`src/rtl/ov7670_pkg.sv`:
```
// ----------------------------------------------------------------------------
// ov7670_pkg
// Shared types for the OV7670 pattern source: test-pattern selector, frame
// sequencer states, the 12-bit RGB444 pixel type, and the helper that splits
// one pixel into the two bytes the camera sends.
// ----------------------------------------------------------------------------
package ov7670_pkg;

    typedef enum logic [1:0] {
        PAT_SOLID,
        PAT_BARS,
        PAT_ZEBRA,
        PAT_GRAD
    } pattern_e;

    typedef enum logic [2:0] {
        IDLE,
        VSYNC,
        VBACK,
        ACTIVE,
        VFRONT
    } src_state_e;

    typedef logic [11:0] rgb444_t;

    // Pixel coordinate widths seen by the pattern generator. They are fixed
    // wide enough for the gradient pattern's x[9:6] / y[8:5] taps.
    localparam int X_W = 10;
    localparam int Y_W = 9;

    // The camera sends RGB444 as two bytes: the first carries R in the low
    // nibble with the high nibble zero, the second carries {G, B}.
    function automatic logic [7:0] pack_rgb444_byte(rgb444_t rgb, logic phase);
        return phase ? rgb[7:0] : {4'h0, rgb[11:8]};
    endfunction

endpackage

```
`src/rtl/pattern_pixel_gen.sv`:
```
// ----------------------------------------------------------------------------
// pattern_pixel_gen
// Purely combinational colour lookup for one pixel of the test pattern.
// Ports:
//   x_i          pixel column
//   y_i          pixel row
//   pattern_i    pattern selector (pattern_e encoding)
//   frameCount_i completed-frame count, low nibble feeds the gradient blue
//   bar_i        colour-bar index supplied by the caller's bar counter
//   stripeOdd_i  high while the current row lies in an odd zebra stripe
//   rgb_o        resulting 12-bit {R,G,B}
// ----------------------------------------------------------------------------
module pattern_pixel_gen
    import ov7670_pkg::*;
(
    input  logic [X_W-1:0] x_i,
    input  logic [Y_W-1:0] y_i,
    input  logic [1:0]     pattern_i,
    input  logic [15:0]    frameCount_i,
    input  logic [2:0]     bar_i,
    input  logic           stripeOdd_i,
    output logic [11:0]    rgb_o
);

    // Bars and stripes arrive precomputed from counters in the sequencer, so
    // nothing here needs a divider. The gradient uses fixed coarse taps of
    // the coordinates, taken through shifts of the full coordinate words.
    always_comb begin
        rgb_o = 12'h000;
        case (pattern_e'(pattern_i))
            PAT_SOLID: rgb_o = 12'hFFF;
            PAT_BARS:  rgb_o = {{4{bar_i[2]}}, {4{bar_i[1]}}, {4{bar_i[0]}}};
            PAT_ZEBRA: rgb_o = stripeOdd_i ? 12'h000 : 12'hFFF;
            PAT_GRAD:  rgb_o = {4'(x_i >> 6), 4'(y_i >> 5), 4'(frameCount_i)};
            default:   rgb_o = 12'h000;
        endcase
    end

endmodule

```
`src/rtl/ov7670_pattern_source.sv`:
```
// ----------------------------------------------------------------------------
// ov7670_pattern_source
// Synthesizable stand-in for the OV7670 sensor: produces VSYNC/HREF/DATA in
// RGB444 two-bytes-per-pixel format, one byte per clock.
// Ports:
//   clk_i          byte clock (the consumer's pclk is the same clock)
//   rst_i          synchronous active-high reset
//   enable_i       frames keep running while high
//   pattern_sel_i  0 solid white, 1 colour bars, 2 zebra, 3 gradient
//   vsync_o        frame sync, high during the sync lines
//   href_o         high for active data bytes
//   d_o            data byte
//   frame_done_o   one-cycle pulse when a frame finishes
//   frame_count_o  completed frame count, wraps at 16 bits
// ----------------------------------------------------------------------------
module ov7670_pattern_source
    import ov7670_pkg::*;
#(
    parameter int IMG_WIDTH   = 640,
    parameter int IMG_HEIGHT  = 480,
    parameter int H_BLANK     = 144,
    parameter int VSYNC_LINES = 3,
    parameter int V_BACK      = 17,
    parameter int V_FRONT     = 10,
    parameter int STRIPE_H    = 32
) (
    input  logic        clk_i,
    input  logic        rst_i,
    input  logic        enable_i,
    input  logic [1:0]  pattern_sel_i,
    output logic        vsync_o,
    output logic        href_o,
    output logic [7:0]  d_o,
    output logic        frame_done_o,
    output logic [15:0] frame_count_o
);

    localparam int LINE_LEN  = 2 * IMG_WIDTH + H_BLANK;
    localparam int COL_W     = $clog2(LINE_LEN);
    localparam int MAX_A     = (VSYNC_LINES > V_BACK) ? VSYNC_LINES : V_BACK;
    localparam int MAX_B     = (IMG_HEIGHT > V_FRONT) ? IMG_HEIGHT : V_FRONT;
    localparam int MAX_LINES = (MAX_A > MAX_B) ? MAX_A : MAX_B;
    localparam int LN_W      = (MAX_LINES > 1) ? $clog2(MAX_LINES) : 1;
    localparam int BAR_BYTES = IMG_WIDTH / 4;
    localparam int BCNT_W    = $clog2(BAR_BYTES);
    localparam int STR_W     = (STRIPE_H > 1) ? $clog2(STRIPE_H) : 1;

    localparam logic [COL_W-1:0]  COL_LAST      = COL_W'(LINE_LEN - 1);
    localparam logic [COL_W-1:0]  COL_HREF_END  = COL_W'(2 * IMG_WIDTH);
    localparam logic [LN_W-1:0]   LN_VSYNC_LAST = LN_W'(VSYNC_LINES - 1);
    localparam logic [LN_W-1:0]   LN_VBACK_LAST = LN_W'(V_BACK - 1);
    localparam logic [LN_W-1:0]   LN_ACT_LAST   = LN_W'(IMG_HEIGHT - 1);
    localparam logic [LN_W-1:0]   LN_VFRNT_LAST = LN_W'(V_FRONT - 1);
    localparam logic [BCNT_W-1:0] BCNT_LAST     = BCNT_W'(BAR_BYTES - 1);
    localparam logic [STR_W-1:0]  STR_LAST      = STR_W'(STRIPE_H - 1);

    src_state_e        state_q, state_d;
    logic [COL_W-1:0]  col_q, col_d;
    logic [LN_W-1:0]   ln_q, ln_d;
    logic [BCNT_W-1:0] barCnt_q, barCnt_d;
    logic [2:0]        bar_q, bar_d;
    logic [STR_W-1:0]  stripeCnt_q, stripeCnt_d;
    logic              stripeOdd_q, stripeOdd_d;
    logic [1:0]        pattern_q, pattern_d;
    logic [15:0]       frameCount_q, frameCount_d;
    logic              vsync_q, vsync_d;
    logic              href_q, href_d;
    logic [7:0]        data_q, data_d;
    logic              frameDone_q, frameDone_d;

    logic              lastLine;
    logic              frameEnd;
    logic [X_W-1:0]    pixX;
    logic [Y_W-1:0]    pixY;
    logic [11:0]       pixRgb;

    // State, counters and outputs all advance together. Outputs are computed
    // from the next-state values so that the registered pins line up with
    // the state they describe, and reset clears everything so an aborted
    // frame can never produce a frame_done.
    always_ff @(posedge clk_i) begin
        if (rst_i) begin
            state_q      <= IDLE;
            col_q        <= '0;
            ln_q         <= '0;
            barCnt_q     <= '0;
            bar_q        <= '0;
            stripeCnt_q  <= '0;
            stripeOdd_q  <= 1'b0;
            pattern_q    <= '0;
            frameCount_q <= '0;
            vsync_q      <= 1'b0;
            href_q       <= 1'b0;
            data_q       <= '0;
            frameDone_q  <= 1'b0;
        end else begin
            state_q      <= state_d;
            col_q        <= col_d;
            ln_q         <= ln_d;
            barCnt_q     <= barCnt_d;
            bar_q        <= bar_d;
            stripeCnt_q  <= stripeCnt_d;
            stripeOdd_q  <= stripeOdd_d;
            pattern_q    <= pattern_d;
            frameCount_q <= frameCount_d;
            vsync_q      <= vsync_d;
            href_q       <= href_d;
            data_q       <= data_d;
            frameDone_q  <= frameDone_d;
        end
    end

    // Frame sequencer. Each non-idle state lasts a whole number of lines;
    // the column counter wraps every line and the line counter restarts in
    // every state. Zero-length blanking states are skipped at elaboration
    // time by the constant conditions. A frame ends on leaving the last
    // blanking state, and the enable sampled on that cycle picks whether
    // the next frame starts straight away.
    always_comb begin
        state_d      = state_q;
        col_d        = col_q;
        ln_d         = ln_q;
        pattern_d    = pattern_q;
        frameEnd     = 1'b0;
        lastLine     = 1'b0;

        case (state_q)
            VSYNC:   lastLine = (ln_q == LN_VSYNC_LAST);
            VBACK:   lastLine = (ln_q == LN_VBACK_LAST);
            ACTIVE:  lastLine = (ln_q == LN_ACT_LAST);
            VFRONT:  lastLine = (ln_q == LN_VFRNT_LAST);
            default: lastLine = 1'b0;
        endcase

        if (state_q == IDLE) begin
            col_d = '0;
            ln_d  = '0;
            if (enable_i) begin
                state_d = VSYNC;
            end
        end else if (col_q == COL_LAST) begin
            col_d = '0;
            if (lastLine) begin
                ln_d = '0;
                case (state_q)
                    VSYNC:  state_d = (V_BACK > 0) ? VBACK : ACTIVE;
                    VBACK:  state_d = ACTIVE;
                    ACTIVE: begin
                        if (V_FRONT > 0) begin
                            state_d = VFRONT;
                        end else begin
                            frameEnd = 1'b1;
                            state_d  = enable_i ? VSYNC : IDLE;
                        end
                    end
                    VFRONT: begin
                        frameEnd = 1'b1;
                        state_d  = enable_i ? VSYNC : IDLE;
                    end
                    default: state_d = IDLE;
                endcase
            end else begin
                ln_d = ln_q + LN_W'(1);
            end
        end else begin
            col_d = col_q + COL_W'(1);
        end

        if ((state_d == VSYNC) && (state_q != VSYNC)) begin
            pattern_d = pattern_sel_i;
        end

        frameCount_d = frameCount_q + 16'(frameEnd);
    end

    // Bar and stripe trackers replace division by the bar width and stripe
    // height. The bar counter follows the next column so it is aligned with
    // the byte being produced; the stripe counter restarts on entering the
    // active region and steps once per completed active line.
    always_comb begin
        barCnt_d    = barCnt_q;
        bar_d       = bar_q;
        stripeCnt_d = stripeCnt_q;
        stripeOdd_d = stripeOdd_q;

        if (col_d == '0) begin
            barCnt_d = '0;
            bar_d    = '0;
        end else if (barCnt_q == BCNT_LAST) begin
            barCnt_d = '0;
            bar_d    = bar_q + 3'd1;
        end else begin
            barCnt_d = barCnt_q + BCNT_W'(1);
        end

        if ((state_d == ACTIVE) && (state_q != ACTIVE)) begin
            stripeCnt_d = '0;
            stripeOdd_d = 1'b0;
        end else if ((state_q == ACTIVE) && (col_q == COL_LAST)) begin
            if (stripeCnt_q == STR_LAST) begin
                stripeCnt_d = '0;
                stripeOdd_d = ~stripeOdd_q;
            end else begin
                stripeCnt_d = stripeCnt_q + STR_W'(1);
            end
        end
    end

    pattern_pixel_gen u_pixel_gen (
        .x_i          (pixX),
        .y_i          (pixY),
        .pattern_i    (pattern_q),
        .frameCount_i (frameCount_q),
        .bar_i        (bar_d),
        .stripeOdd_i  (stripeOdd_d),
        .rgb_o        (pixRgb)
    );

    // Output decode from the next-state values. Even columns carry the R
    // byte and odd columns the {G,B} byte; data is forced to zero whenever
    // href is low.
    always_comb begin
        pixX        = X_W'(col_d >> 1);
        pixY        = Y_W'(ln_d);
        vsync_d     = (state_d == VSYNC);
        href_d      = (state_d == ACTIVE) && (col_d < COL_HREF_END);
        data_d      = href_d ? pack_rgb444_byte(pixRgb, col_d[0]) : 8'h00;
        frameDone_d = frameEnd;
    end

    assign vsync_o       = vsync_q;
    assign href_o        = href_q;
    assign d_o           = data_q;
    assign frame_done_o  = frameDone_q;
    assign frame_count_o = frameCount_q;

endmodule

```
`config.mk`:
```
export PLATFORM = sky130hd
export DESIGN_NAME = ov7670_pattern_source
export DESIGN_NICKNAME = d
export VERILOG_FILES = /design/src/rtl/ov7670_pkg.sv /design/src/rtl/pattern_pixel_gen.sv /design/src/rtl/ov7670_pattern_source.sv
export SDC_FILE = /design/constraint.sdc
export NUM_CORES = 1
export LEC_CHECK = 0
export BUFFER_PORTS_ARGS = -buffer_cell sky130_fd_sc_hd__clkbuf_2
export CAP_MARGIN = 10
export CORE_MARGIN = 2
export CORE_UTILIZATION = 45
export CTS_BUF_LIST = sky130_fd_sc_hd__clkbuf_8
export CTS_CLUSTER_DIAMETER = 50
export DETAILED_ROUTE_END_ITERATION = 8
export SLEW_MARGIN = 20
export SYNTH_ARGS = -nofsm -noshare
export SYNTH_HDL_FRONTEND = slang
export SYNTH_HIERARCHICAL = 1
export SYNTH_SLANG_ARGS = --single-unit
```
`constraint.sdc`:
```
create_clock -name clk_i -period 3.1 [get_ports clk_i]
set_clock_uncertainty 0.2 [all_clocks]
set_input_delay 0.62 -clock clk_i [delete_from_list [all_inputs] [get_ports clk_i]]
set_output_delay 0.62 -clock clk_i [all_outputs]
set_load 0.005 [all_outputs]
```
==> results_dict.tcl, run 1 <==
set metrics [dict create \
    status "finished clean" \
    cpMostUsedCell "nor3_1" \
    syn_nets 439 \
    die_area_sq_um 8770 \
    hold_viol 0 \
    cts_made_buffers 9 \
    critPathKind "reg -> reg" \
    start_util 0.466 \
    clkPwrFrac 0.480 \
    synth_area_per_cell_sq_um 8.51 \
    finalCritPeriodShare 0.935 \
    h-tree-depth 3 \
    grt_use_met3 0.0369 \
    io_pins 32 \
    clkSlewWorstSetupHoldPaths_ns 0.07 \
    drive_above_1_share 0.186 \
    grt_pass1_vias 2724 \
    placed_cells 554 \
    via_per_inst 5.30 \
    final_util 0.538 \
    place.gp.congestion 0.847 \
    post-route-drc-count 0 \
    slew_violations 0 \
    antenna_cells 0 \
    ys_warn_count 6 \
    worst-r2r-cell-count 12 \
    overflow 0 \
    critPathSlowestCell "dfxtp_1" \
    tightest_slew_ns 0.812 \
    clock_latency_ns 0.34 \
    p_sw_frac 0.217 \
    clockRootBuffer "clkbuf_8" \
    grt_antenna_before_repair 0 \
    grtUsageMet2 0.278 \
    rsz0062_at_grt "no" \
    finalNonFillerCells 570 \
    endpoint_kind "flip-flop" \
    met1_usage 0.264 \
    grt_pass1_wl_microns 13100 \
    drtIter0Drc 213 \
    fp-row-count 32 \
    layout_common_cells "69 x dfxtp_1, 68 x nor2_1, 31 x clkbuf_2" \
    routed_wl_microns 7720 \
    syn_inst 425 \
    setup_viol 0 \
    io_buffers 31 \
    track_usage 0.188 \
    r2r-end "frame_count_o[15]" \
    required_ns 3.13 \
    core_sq_um 7770 \
    path_cells "ha_4 -> nand3_4 -> a2111oi_4 -> nand4_1 -> nor3_1 -> buf_4 -> ha_1 -> and3_1 -> nand3_1 -> nor3_1 -> xnor2_1 -> nor2_1" \
    hold_depth 2 \
    cap_violations 0 \
    p_sw_mw 0.419 \
    first_pass_iters 5 \
    place_hpwl_microns 5690 \
    reg2reg_from "col_q[1]" \
    ant_nets 0 \
    p_comb_frac 0.052 \
    hold_class "reg -> reg" \
    fin_crit_ns 2.90 \
    cp_num_buf_inv 1 \
    grt_max_degree 19 \
    area_growth_pct 15.5 \
    die_y_microns 93.7 \
    wl_per_cell_microns 13.5 \
    cp_max_fo 10 \
    synth_area_sq_um 3620 \
    fin_nets 477 \
    postCtsHoldBufs 0 \
    fmax_mhz 345 \
    crit_path_max_incr_delay_ns 0.44 \
    vias 3023 \
    arrival_ns 2.93 \
    final_common_cell "dfxtp_1" \
    r2r_setup_slack_ns 0.20 \
    clock_sinks 69 \
    grt_most_used_layer "met2" \
    power_mw 1.93 \
    leakage_nw 1.53 \
    setup_tns_ns 0 \
    timing.hold.worst_endpoint "stripeCnt_q[4]" \
    power.density_nw_per_um2 461 \
    hold_start "stripeCnt_q[4]" \
    clockBufferDepth 2 \
    irDropWorstVdd_mv 0.236 \
    slew_headroom 0.458 \
    start_kind "flip-flop" \
    critical-path-top-delay-family "simple AND/OR/NAND/NOR gates" \
    p_int_mw 1.51 \
    cts_tree "yes" \
    seqPwrFrac 0.468 \
    dieWidth_microns 93.7 \
]
## flip-flops by register name, indices dropped and copies added, names as in the netlist, 2 cells and up
name           count
barCnt_q           8
bar_q              3
col_q             11
d_o                8
frame_count_o     16
ln_q               9
pattern_q          2
state_q            3
stripeCnt_q        5
## worst reg2reg max path, cell delays in order (launching register included)
cell and delay [ns]:
dfxtp_1 0.44, ha_4 0.21, nand3_4 0.16, a2111oi_4 0.27, nand4_1 0.17, nor3_1 0.19, buf_4 0.15, ha_1 0.13
and3_1 0.18, nand3_1 0.19, nor3_1 0.29, xnor2_1 0.16, nor2_1 0.05
## layout make-up
cell class | instances | area, sq um
clock buffer | 11 | 151
clock inverter | 5 | 106
fill | 735 | 3590
inverter | 10 | 37.5
multi-input combinational | 325 | 2090
sequential | 69 | 1380
tap | 102 | 128
timing repair buffer | 48 | 283
## power by group through the flow
stage	combinational, mW	sequential, mW	clock [mW]
global placement	0.0977	0.923	0
finish	0.0995	0.903	0.925
CTS	0.0994	0.902	0.945
detailed placement	0.0990	0.923	0
floorplan	0.0814	0.917	0
global route	0.111	0.904	0.992
## worst max-delay path by stage
stage,startpoint,end,slack [ns],cells past startpoint
2_1_floorplan,col_q[0],frame_count_o[11],0.32,10
3_3_place_gp,col_q[1],frame_count_o[11],0.26,11
3_5_place_dp,col_q[1],frame_count_o[15],0.13,12
4_1_cts,col_q[1],frame_count_o[15],0.12,12
5_1_grt,col_q[1],frame_count_o[15],0.02,12
6_report,col_q[1],frame_count_o[15],0.20,12
## through the flow
stage | hold slack [ns] | area, sq um | setup WS (ns)
after global placement | 0.248 | 3900 | 0.260
after global routing | 0.290 | 4180 | 0.0216
after CTS | 0.275 | 4160 | 0.116
after detailed placement | 0.263 | 3900 | 0.131
after floorplan | 0.241 | 3620 | 0.316
final | 0.272 | 4180 | 0.201
## what timing repair did
item                                   CTS  global route
setup endpoints to repair                0             8
endpoints found under the hold margin    0             0
gates resized for setup                  0             4
setup buffers                            0             0
## routing by layer
layer / vias to the layer above / part of all wire
met2: 40 / 0.44
met1: 1397 / 0.51
li1: 1576 / -
met4: 0 / 0.018
met3: 10 / 0.030
met5: - / 0
Power figures use the tool's default switching activity.
==> run 2, diff against run 1 <==
Clock period 3.1 ns to 3.6 ns, I/O delays scaled along.
==> results_dict.tcl, run 2 (synthesis results as in run 1) <==
set metrics [dict create \
    grt_antenna_before_repair 0 \
    final_common_cell "dfxtp_1" \
    routed_wl_microns 7560 \
    clkSlewWorstSetupHoldPaths_ns 0.07 \
    post-route-drc-count 0 \
    die_y_microns 93.7 \
    required_ns 3.66 \
    holdWs_ns 0.262 \
    grt_max_degree 31 \
    placed_cells 543 \
    io_buffers 31 \
    die_area_sq_um 8770 \
    area_growth_pct 11.9 \
    grt_pass1_wl_microns 13000 \
    track_usage 0.187 \
    fin_nets 466 \
    r2r_setup_slack_ns 0.34 \
    power_mw 1.56 \
    post_cts_buffers 0 \
    power.density_nw_per_um2 387 \
    fillers 788 \
    fin_crit_ns 3.26 \
    setup_tns_ns 0 \
    core_sq_um 7770 \
    cp_max_fo 15 \
    largest_reg_flops 16 \
    cap_violations 0 \
    place_hpwl_microns 5550 \
    overflow 0 \
    final_cell_area_sq_um 4050 \
    slew_violations 0 \
    clockBufferDepth 2 \
    vias 3011 \
    via_per_inst 5.39 \
    fp-row-count 32 \
    slew_headroom 0.498 \
    critPathKind "reg -> reg" \
    layout_common_cells "69 x dfxtp_1, 68 x nor2_1, 31 x clkbuf_2" \
    drtIter0Drc 150 \
    ant_nets 0 \
    io_pins 32 \
    multi_input_area_sq_um 2080 \
    leakage_nw 1.46 \
    setup_viol 0 \
    clock_sinks 69 \
    place_ws_ns 0.344 \
    clockRootBuffer "clkbuf_8" \
    hold_viol 0 \
    start_kind "flip-flop" \
    cts_tree "yes" \
    tightest_slew_ns 0.750 \
    dieWidth_microns 93.7 \
    worst_slack_ns 0.339 \
    antenna_cells 0 \
    endpoint_kind "flip-flop" \
    grt_pass1_vias 2812 \
    postPlaceCellArea_sq_um 3820 \
    postCtsHoldBufs 0 \
    arrival_ns 3.33 \
    fmax_mhz 307 \
    final_util 0.521 \
    clock_latency_ns 0.35 \
    post_cts_resized 0 \
    status "finished clean" \
    finalNonFillerCells 559 \
    hold_class "reg -> reg" \
    drive_above_1_share 0.162 \
    cts_made_buffers 9 \
    start_util 0.466 \
    place.gp.congestion 0.852 \
    irDropWorstVdd_mv 0.284 \
    seq_area_sq_um 1380 \
    first_pass_iters 4 \
    rsz0062_at_grt "no" \
    finalCritPeriodShare 0.906 \
    h-tree-depth 3 \
    wl_per_cell_microns 13.5 \
]
[run 2: critical path, cell delays in order (launching register included)]
cell	delay [ns]
dfxtp_1	0.65
xor2_1	0.19
a2111oi_4	0.33
nand4_1	0.16
nor3_1	0.43
ha_1	0.24
ha_1	0.26
nand4_1	0.19
or3_1	0.35
a21oi_1	0.16
[run 2: area by class of cell]
| type | count | area share |
|---|---|---|
| clock inverter | 6 | 0.0213 |
| multi-input combinational | 325 | 0.513 |
| inverter | 10 | 0.00927 |
| tap | 102 | 0.0315 |
| timing repair buffer | 37 | 0.0495 |
| sequential | 69 | 0.341 |
| clock buffer | 10 | 0.0340 |
[run 2: per-layer routing]
layer | share of wire | up-vias | global-route usage
li1 | - | 1548 | -
met1 | 0.49 | 1407 | 0.242
met2 | 0.45 | 44 | 0.302
met3 | 0.039 | 12 | 0.0457
met4 | 0.018 | 0 | 0.0737
met5 | 0 | - | 0
[run 2: worst paths after layout]
path / startpoint / cells after the start / end
worst max-delay path: state_q[1] / 9 / frame_count_o[12]
worst min-delay path: stripeCnt_q[4] / 2 / stripeCnt_q[4]
worst max register to register: state_q[1] / 9 / frame_count_o[12]
worst min register to register: stripeCnt_q[4] / 2 / stripeCnt_q[4]
[run 2: report_power, final]
group,internal (mW),switching [mW],total (mW)
clock network,0.407,0.298,0.705
registers,0.768,0.00990,0.778
logic,0.0300,0.0517,0.0817
